==> src/rtl/sym_vn_pkg.sv <==
// Shared widths and address payload for the symmetric VN IB-LUT storage core.
package sym_vn_pkg;

  localparam int unsigned DATA_W    = 4;
  localparam int unsigned PAGE_W    = 6;
  localparam int unsigned Y0_W      = 3;
  localparam int unsigned Y1_W      = 4;

  // One table-select bit on top of the page address gives the per-bank depth.
  localparam int unsigned TBL_AW    = PAGE_W + 1;
  localparam int unsigned TBL_DEPTH = 2 ** TBL_AW;

  // Folded read address: which bank, and which page inside it.
  typedef struct packed {
    logic              bank;
    logic [PAGE_W-1:0] page;
  } lut_addr_t;

endpackage

==> src/rtl/vn_addr_map.sv <==
// Folds (y0, y1) message pairs of both read ports into {bank, page}.
module vn_addr_map
  import sym_vn_pkg::*;
(
  input  logic [Y0_W-1:0] y0_a_i,
  input  logic [Y1_W-1:0] y1_a_i,
  input  logic [Y0_W-1:0] y0_b_i,
  input  logic [Y1_W-1:0] y1_b_i,
  output lut_addr_t       addr_a_c_o,
  output lut_addr_t       addr_b_c_o
);

  // y1 LSB picks the bank; remaining y1 bits extend y0 into the page.
  always_comb begin
    addr_a_c_o.bank = y1_a_i[0];
    addr_a_c_o.page = {y0_a_i, y1_a_i[Y1_W-1:1]};
    addr_b_c_o.bank = y1_b_i[0];
    addr_b_c_o.page = {y0_b_i, y1_b_i[Y1_W-1:1]};
  end

endmodule

==> src/rtl/sym_vn_lut_core.sv <==
// Two-read / one-write LUT storage for the symmetric 2-input VN IB-LUT.
// Optional macro SYM_VN_IN_REG_EN registers the read-side inputs, making
// read latency 2 cycles instead of 1. Write path is identical either way.
module sym_vn_lut_core
  import sym_vn_pkg::*;
(
  input  logic              clk,
  input  logic              rst,
  input  logic [Y0_W-1:0]   y0_in_A,
  input  logic [Y1_W-1:0]   y1_in_A,
  input  logic [Y0_W-1:0]   y0_in_B,
  input  logic [Y1_W-1:0]   y1_in_B,
  input  logic              read_addr_offset,
  output logic [DATA_W-1:0] lut_out_A,
  output logic [DATA_W-1:0] lut_out_B,
  input  logic [DATA_W-1:0] lut_in_bank0,
  input  logic [DATA_W-1:0] lut_in_bank1,
  input  logic [PAGE_W-1:0] page_write_addr,
  input  logic              write_addr_offset,
  input  logic              we
);

  logic [Y0_W-1:0] y0_a;
  logic [Y1_W-1:0] y1_a;
  logic [Y0_W-1:0] y0_b;
  logic [Y1_W-1:0] y1_b;
  logic            rd_off;

`ifdef SYM_VN_IN_REG_EN
  logic [Y0_W-1:0] y0_a_q;
  logic [Y1_W-1:0] y1_a_q;
  logic [Y0_W-1:0] y0_b_q;
  logic [Y1_W-1:0] y1_b_q;
  logic            rd_off_q;

  // Input staging registers ahead of the address fold.
  always_ff @(posedge clk or posedge rst) begin
    if (rst) begin
      y0_a_q   <= '0;
      y1_a_q   <= '0;
      y0_b_q   <= '0;
      y1_b_q   <= '0;
      rd_off_q <= 1'b0;
    end else begin
      y0_a_q   <= y0_in_A;
      y1_a_q   <= y1_in_A;
      y0_b_q   <= y0_in_B;
      y1_b_q   <= y1_in_B;
      rd_off_q <= read_addr_offset;
    end
  end

  assign y0_a   = y0_a_q;
  assign y1_a   = y1_a_q;
  assign y0_b   = y0_b_q;
  assign y1_b   = y1_b_q;
  assign rd_off = rd_off_q;
`else
  assign y0_a   = y0_in_A;
  assign y1_a   = y1_in_A;
  assign y0_b   = y0_in_B;
  assign y1_b   = y1_in_B;
  assign rd_off = read_addr_offset;
`endif

  lut_addr_t addr_a;
  lut_addr_t addr_b;

  vn_addr_map u_addr_map (
    .y0_a_i     (y0_a),
    .y1_a_i     (y1_a),
    .y0_b_i     (y0_b),
    .y1_b_i     (y1_b),
    .addr_a_c_o (addr_a),
    .addr_b_c_o (addr_b)
  );

  logic [DATA_W-1:0] bank0_mem [TBL_DEPTH];
  logic [DATA_W-1:0] bank1_mem [TBL_DEPTH];

  logic [TBL_AW-1:0] rd_idx_a;
  logic [TBL_AW-1:0] rd_idx_b;
  logic [TBL_AW-1:0] wr_idx;

  assign rd_idx_a = {rd_off, addr_a.page};
  assign rd_idx_b = {rd_off, addr_b.page};
  assign wr_idx   = {write_addr_offset, page_write_addr};

  // Both banks are written as a pair; reset blocks writes but never clears storage.
  always_ff @(posedge clk) begin
    if (we && !rst) begin
      bank0_mem[wr_idx] <= lut_in_bank0;
      bank1_mem[wr_idx] <= lut_in_bank1;
    end
  end

  logic [DATA_W-1:0] lut_a_d;
  logic [DATA_W-1:0] lut_b_d;
  logic [DATA_W-1:0] lut_a_q;
  logic [DATA_W-1:0] lut_b_q;

  // Independent asynchronous reads per port, bank chosen by the folded address.
  always_comb begin
    lut_a_d = addr_a.bank ? bank1_mem[rd_idx_a] : bank0_mem[rd_idx_a];
    lut_b_d = addr_b.bank ? bank1_mem[rd_idx_b] : bank0_mem[rd_idx_b];
  end

  // Output registers; sampling pre-write array contents gives read-first behaviour.
  always_ff @(posedge clk or posedge rst) begin
    if (rst) begin
      lut_a_q <= '0;
      lut_b_q <= '0;
    end else begin
      lut_a_q <= lut_a_d;
      lut_b_q <= lut_b_d;
    end
  end

  assign lut_out_A = lut_a_q;
  assign lut_out_B = lut_b_q;

endmodule

==> config.mk <==
export PLATFORM = sky130hd
export DESIGN_NAME = sym_vn_lut_core
export DESIGN_NICKNAME = d
export VERILOG_FILES = /design/src/rtl/sym_vn_pkg.sv /design/src/rtl/vn_addr_map.sv /design/src/rtl/sym_vn_lut_core.sv
export SDC_FILE = /design/constraint.sdc
export NUM_CORES = 1
export LEC_CHECK = 0
export BUFFER_PORTS_ARGS = -buffer_cell sky130_fd_sc_hd__buf_2
export CAP_MARGIN = 0
export CORE_MARGIN = 3
export CORE_UTILIZATION = 45
export CTS_CLUSTER_DIAMETER = 100
export DETAILED_ROUTE_END_ITERATION = 10
export PLACE_DENSITY = 0.56
export SLEW_MARGIN = 20
export SYNTH_ARGS = -nofsm -noshare
export SYNTH_HDL_FRONTEND = slang
export SYNTH_SLANG_ARGS = --single-unit
==> constraint.sdc <==
create_clock -name clk -period 2.31 [get_ports clk]
set_input_delay 0.1155 -clock clk [delete_from_list [all_inputs] [get_ports clk]]
set_output_delay 0.1155 -clock clk [all_outputs]
set_load 0.01 [all_outputs]
==> out/metrics.cfg, run 1 <==
[sta]
slew_violations = 0
hold_slack_ns = -0.0006953
clock-skew-final_ns = 0.02952
fmax_ghz = 0.4017
slew_headroom_pct = 37.68
hold_viol = 1
rsz0062_at_grt = true
worst_slew_pin_slew_ns = 0.9348
layout_min_cycle_time_ns = 2.489
setup_viol = 1
setup_slack_ns = -0.1793
fin_crit_sh_pct = 107.8
tns_ns = -0.1793

[hold_path]
hold_depth = 1
hold_start = lut_in_bank0[1]
hold_end = bank0_mem[6][1]$_DFFE_PP_
hold_class = in -> reg

[synthesis]
synth_area_per_cell_um2 = 18.26
synth.most_common_cell = edfxtp_1
yosysUniqueCellTypes = 57
synth_largest_area_cell = edfxtp_1
syn-num-nets = 2694
synth_edf_count = 1024
yosys_warnings = 0
synthArstFlopShare_pct = 0.7752
ys.flop_type = edfxtp_1
syn-cell-area_um2 = 48580
ys_seq_area_share_pct = 63.71
yosys_register_bits = 1032
yosysTopAreaCellShare_pct = 63.30
synthCells = 2661
yosys-top-cells-count = edfxtp_1, mux4_2, mux2i_1
synth_area_leaders = edfxtp_1, mux4_2, mux2i_1, o221ai_1, nor2_1

[power_and_ir_drop]
intPower_mw = 31.98
p_leak_nw = 19.50
cellPowerDensity_nw_per_um2 = 720.2
p_sw_mw = 9.853
p_sw_share_pct = 23.56
ir_drop_mv = 0.6620
p_seq_share_pct = 49.5
clkPwrFrac_pct = 40.5
p_total_mw = 41.83
combPwrFrac_pct = 10.0

[layout]
syn2layout_area_growth_pct = 19.55
nets = 3192
finalNonFillerCells = 4638
drive_gt1_share_pct = 38.46

[drt]
via_per_inst = 6.496
firstDrtPassIters = 6
drc = 0
wl_um = 156800
drt_iter0_drc = 3488
routedWlPerCell_um = 33.81
antenna_left = 0
vias = 30130

[setup_path]
critPathLaunchType = register
r2r_setup_slack_ns = -0.18
arrival_ns = 3.07
path_max_fanout = 2
crit_family = multiplexers
criticalPathCategory = reg -> reg
path_buf_inv = 0
worst_path_max_delay_cell = mux4_2
cpMostUsedCell = mux4_2
cpPeakStageDelay_ns = 0.51
r2r-start = bank0_mem[63][0]$_DFFE_PP_
required_ns = 2.89
r2r_cells = 7
path_cells = mux4_2, mux4_2, and2_4, a21oi_4, nand3_2, o21ai_4, or3b_1
crit_path_end_kind = register
r2r-end = lut_out_B[0]$_DFF_PP0_

[floorplanning]
core_area_um2 = 106200
die_w_um = 334.6
chipHeight_um = 334.6
start_util_pct = 45.76
ioPinCount = 41
row_count = 119
die_area_um2 = 111900

[cts]
clk_latency_ns = 0.71
postCtsSetupBuffers = 0
clk_pin_slew_worst_paths_ns = 0.06
cts_tree = yes
cts.htree.levels = 3
cts.sinks = 1032
cts-root-buf = clkbuf_16
numCtsBuffers = 110
clockBufferDepth = 3

[job]
max_cap_violations = 0

[grt]
first_global_vias = 30790
grt_first_pass_wirelength_um = 224200
grt_max_degree = 129
antenna_found_initial = 3
grt_use_total_pct = 28.11
grt-ovfl-total = 0

[placed_design]
gp_congestion = 0.9975
io_buffer_count = 40
place_inst = 4433
hpwlAfterDp_um = 109600

[run_status]
status = finished, violations left
violations = hold timing, setup timing

[per-layer routing]
metal  wire [um]  vias to the layer above  GRT usage [%]
met5           0                        -              0
met4        7631                        0          12.56
met3       13410                      296          4.929
met2       74270                     1521          44.51
met1       61500                    15920          38.54
li1            -                    12390              -
[cell type report]
| type | instances | area [um2] |
|---|---|---|
| Antenna cell | 2 | 5.005 |
| Clock buffer | 141 | 2920 |
| Clock inverter | 57 | 483.0 |
| Fill cell | 8279 | 48080 |
| Inverter | 9 | 33.78 |
| Multi-Input combinational cell | 1411 | 16830 |
| Sequential cell | 1032 | 30950 |
| Tap cell | 1391 | 1740 |
| Timing Repair Buffer | 595 | 5117 |
[cell usage in the layout, fill, tap and decap left out, types with 9 or more instances in the layout]
cell type,n
nand2b_1,11
mux2_2,12
clkinv_2,22
mux4_2,434
a21oi_1,47
nor2b_1,24
a211oi_1,21
dlygate4sd3_1,9
buf_2,26
mux2i_1,198
nor3_1,22
edfxtp_1,1024
o21ai_0,14
a22oi_1,26
nand2_1,120
nand3_1,26
clkinv_1,21
nor2_1,156
clkbuf_16,111
buf_12,53
o221ai_1,94
buf_4,503
a221oi_2,17
a22o_1,21
o22ai_1,48
clkbuf_1,27
[stage by stage]
step / hold slack, ns / utilization, % / setup slack, ns / instance area [um2]
floorplan: -0.05516 / - / 0.03301 / 48580
global placement: 0.1853 / 51.04 / -0.8830 / 54190
detailed placement: 0.1894 / 51.04 / -0.8418 / 54190
CTS: 0.01370 / 54.54 / -0.1544 / 57900
global route: 0.01543 / 54.71 / -0.2293 / 58080
finish: -0.0006953 / 54.71 / -0.1793 / 58080
[power by group through the flow]
stage	clock, mW	combinational (mW)	sequential (mW)
2_1_floorplan	0	2.02	21.1
3_3_place_gp	0	3.99	21.1
3_5_place_dp	0	4.02	21.1
4_1_cts	17.2	4.11	20.7
5_1_grt	18.0	4.35	20.7
6_report	16.9	4.18	20.7
[kinds of logic after synthesis]
group	count (synthesis)	synth area share, %
simple gates	403	3.668
mux	645	24.50
flops	1032	63.71
compound gates	363	5.586
buf+inv	218	2.537
[sequential cells by signal (all words and copies together) (netlist names)]
signal     flops
bank0_mem    512
lut_out_B      4
lut_out_A      4
bank1_mem    512
[repair_timing]
| action | in CTS | in global routing |
|---|---|---|
| gates cloned | 0 | 0 |
| setup endpoints to repair | 7 | 8 |
| gates resized for setup | 43 | 28 |
| hold buffers | 7 | 2 |
| hold endpoints to repair | 109 | 10 |
| pin swaps | 10 | 17 |
[how the worst max path moves through the flow]
stage                                from                endpoint  slack, ns  depth (start not counted)
2_1_floorplan                  y1_in_B[2]  lut_out_B[1]$_DFF_PP0_       0.03                          9
3_3_place_gp                   y1_in_B[1]  lut_out_B[3]$_DFF_PP0_      -0.88                          9
3_5_place_dp                   y1_in_B[1]  lut_out_B[0]$_DFF_PP0_      -0.84                          8
4_1_cts        bank0_mem[62][0]$_DFFE_PP_  lut_out_B[0]$_DFF_PP0_      -0.15                          7
5_1_grt        bank0_mem[62][0]$_DFFE_PP_  lut_out_B[0]$_DFF_PP0_      -0.23                          7
6_report       bank0_mem[63][0]$_DFFE_PP_  lut_out_B[0]$_DFF_PP0_      -0.18                          7
Note: power is estimated with default switching activity, not from simulation.
==> run 2, diff against run 1 <==
--- a/config.mk
+++ b/config.mk
@@ -7,11 +7,12 @@
 export LEC_CHECK = 0
 export BUFFER_PORTS_ARGS = -buffer_cell sky130_fd_sc_hd__buf_2
 export CAP_MARGIN = 0
-export CORE_MARGIN = 3
+export CORE_MARGIN = 5
 export CORE_UTILIZATION = 45
 export CTS_CLUSTER_DIAMETER = 100
 export DETAILED_ROUTE_END_ITERATION = 10
 export PLACE_DENSITY = 0.56
+export RECOVER_POWER = 50
 export SLEW_MARGIN = 20
 export SYNTH_ARGS = -nofsm -noshare
 export SYNTH_HDL_FRONTEND = slang
==> run 2 against run 1 <==
Net effect: the run ends with capacitance limit, slew limit, setup timing left; sequential share of layout area is 0.27 points lower; flip-flop and latch count unchanged; critical path depth rose by 1; maximum frequency shrank 1.5%; clock-buffer cell count is 15 lower; die area grew 2.4%.
==> out/metrics.cfg, run 2 (same netlist as run 1, synthesis figures left out) <==
[setup_path]
cpPeakStageDelay_ns = 0.51  ; about the same
critPathLaunchType = register  ; unchanged
crit_path_end_kind = register  ; unchanged
path_max_fanout = 2  ; unchanged
r2r_setup_slack_ns = -0.22  ; was -0.18 ns
r2r-start = bank0_mem[63][0]$_DFFE_PP_  ; unchanged
arrival_ns = 3.11  ; was 3.07 ns
path_cells = mux4_2, mux4_2, and2_4, a21oi_4, nand3_2, o21ai_4, buf_6, or3b_1  ; was mux4_2, mux4_2, and2_4, a21oi_4, nand3_2, o21ai_4, or3b_1
worst_path_max_delay_cell = mux4_2  ; unchanged
cpMostUsedCell = mux4_2  ; unchanged
path_buf_inv = 1  ; was 0
criticalPathCategory = reg -> reg  ; unchanged
required_ns = 2.89  ; about the same
worstSetupEndpoint = lut_out_B[0]$_DFF_PP0_  ; unchanged
crit_family = multiplexers  ; unchanged
crit_start = bank0_mem[63][0]$_DFFE_PP_  ; unchanged
r2r-end = lut_out_B[0]$_DFF_PP0_  ; unchanged
cp.depth = 8  ; was 7
r2r_cells = 8  ; was 7

[grt]
grt_first_pass_wirelength_um = 226000  ; was 224200 um
antenna_found_initial = 7  ; was 3
grt_max_degree = 129  ; unchanged
grt-ovfl-total = 0  ; unchanged
first_global_vias = 31230  ; was 30790
grt_use_total_pct = 27.22  ; was 28.11%

[placed_design]
hpwlAfterDp_um = 113300  ; was 109600 um
place_inst = 4451  ; was 4433
io_buffer_count = 40  ; unchanged
gp_congestion = 0.9515  ; was 0.9975

[cts]
cts.htree.levels = 3  ; unchanged
clockBufferDepth = 3  ; unchanged
cts.sinks = 1032  ; unchanged
clk_latency_ns = 0.70  ; was 0.71 ns
cts-root-buf = clkbuf_16  ; unchanged
clk_pin_slew_worst_paths_ns = 0.06  ; about the same
numCtsBuffers = 111  ; was 110
cts_tree = yes  ; unchanged

[layout]
finalNonFillerCells = 4669  ; was 4638
nets = 3204  ; was 3192
layout_common_cells = edfxtp_1, buf_4, mux4_2  ; unchanged
layout_commonest_cell = edfxtp_1  ; unchanged
syn2layout_area_growth_pct = 20.15  ; was 19.55%
drive_gt1_share_pct = 38.52  ; was 38.46%
fillers = 8536  ; was 8279
top_regs = bank0_mem (512), bank1_mem (512)  ; unchanged

[sta]
fin_crit_sh_pct = 109.4  ; was 107.8%
setup_viol = 1  ; unchanged
fmax_ghz = 0.3957  ; was 0.4017 GHz
slew_headroom_pct = -15.91  ; was 37.68%
tns_ns = -0.2170  ; was -0.1793 ns
worst_slew_pin_slew_ns = 1.739  ; was 0.9348 ns
layout_min_cycle_time_ns = 2.527  ; was 2.489 ns
rsz0062_at_grt = true  ; unchanged
slew_violations = 322  ; was 0
hold_viol = 0  ; was 1
setup_slack_ns = -0.2170  ; was -0.1793 ns
clock-skew-final_ns = 0.03103  ; was 0.02952 ns

[job]
max_cap_violations = 3  ; was 0

[floorplanning]
row_count = 120  ; was 119
die_area_um2 = 114600  ; was 111900 um2
ioPinCount = 41  ; unchanged
start_util_pct = 45.32  ; was 45.76%
chipHeight_um = 338.6  ; was 334.6 um
core_area_um2 = 107200  ; was 106200 um2
die_w_um = 338.6  ; was 334.6 um

[run_status]
violations = capacitance limit, slew limit, setup timing  ; was hold timing, setup timing
status = finished, violations left  ; unchanged

[hold_path]
hold_class = in -> reg  ; unchanged

[drt]
drc = 0  ; unchanged
routedWlPerCell_um = 33.75  ; was 33.81 um
vias = 30190  ; was 30130
antenna_left = 0  ; unchanged
via_per_inst = 6.466  ; was 6.496
firstDrtPassIters = 5  ; was 6
wl_um = 157600  ; was 156800 um
drt_iter0_drc = 3465  ; was 3488

[power_and_ir_drop]
p_leak_nw = 19.63  ; was 19.50 nW
ir_drop_mv = 0.7086  ; was 0.6620 mV
cellPowerDensity_nw_per_um2 = 737.1  ; was 720.2 nW/um2

[run 2: how the worst min path moves through the flow]
| stage | startpoint | endpoint | slack, ns | cells after the start |
|---|---|---|---|---|
| 6_report | y1_in_B[3] | lut_out_B[1]$_DFF_PP0_ | 0.06 | 4 |
| 5_1_grt | y1_in_B[3] | lut_out_B[1]$_DFF_PP0_ | 0.07 | 4 |
| 3_3_place_gp | rst | lut_out_A[0]$_DFF_PP0_ | 0.20 | 3 |
| 2_1_floorplan | rst | lut_out_A[0]$_DFF_PP0_ | -0.06 | 1 |
| 3_5_place_dp | rst | lut_out_A[0]$_DFF_PP0_ | 0.22 | 3 |
| 4_1_cts | rst | lut_out_A[0]$_DFF_PP0_ | 0.009 | 4 |
[run 2: worst register-to-register path, cell delays in order, from the launching register on]
cell and delay, ns:
edfxtp_1 0.40, mux4_2 0.51, mux4_2 0.47, and2_4 0.18, a21oi_4 0.16, nand3_2 0.12
o21ai_4 0.11, buf_6 0.14, or3b_1 0.34
[run 2: layout make-up]
class                           instances  area (um2)  area share, %
Inverter                                9       33.78        0.05788
Tap cell                             1403        1755          3.007
Clock inverter                         79       828.3          1.419
Antenna cell                            3       7.507        0.01286
Clock buffer                          126        2877          4.928
Multi-Input combinational cell       1411       16720          28.65
Sequential cell                      1032       30950          53.02
Timing Repair Buffer                  606        5194          8.898
[run 2: where the power goes]
part	switching, mW	internal (mW)	leakage [nW]
combinational	2.39	1.76	8.53
clock	7.46	10.7	1.80
sequential	0.0630	20.7	9.30
[run 2: layer usage]
metal	vias up	track usage (%)	part of all wire, %
li1	12430	-	-
met1	15910	36.98	40
met2	1543	44.13	48
met3	297	4.674	8.1
met4	6	11.08	4.7
met5	-	0	0.022
[run 2: timing repair]
item / in CTS / in global routing
hold buffers: 9 / 0
gates resized for setup: 29 / 27
hold endpoints to repair: 148 / 0
pin swaps: 6 / 16
setup endpoints to repair: 6 / 7
buffers inserted: 0 / 2
[run 2: through the flow]
stage / power, mW / utilization, % / worst slack [ns] / hold slack [ns] / cell area (um2)
after global routing: 44.27 / 54.44 / -0.2595 / 0.07289 / 58360
after global placement: 25.11 / 50.74 / -0.8266 / 0.2023 / 54400
after CTS: 43.24 / 54.42 / -0.1886 / 0.008653 / 58340
after floorplan: 23.10 / - / 0.03301 / -0.05516 / 48580
after detailed placement: 25.14 / 50.74 / -0.7812 / 0.2198 / 54400
final: 43.03 / 54.45 / -0.2170 / 0.05758 / 58370
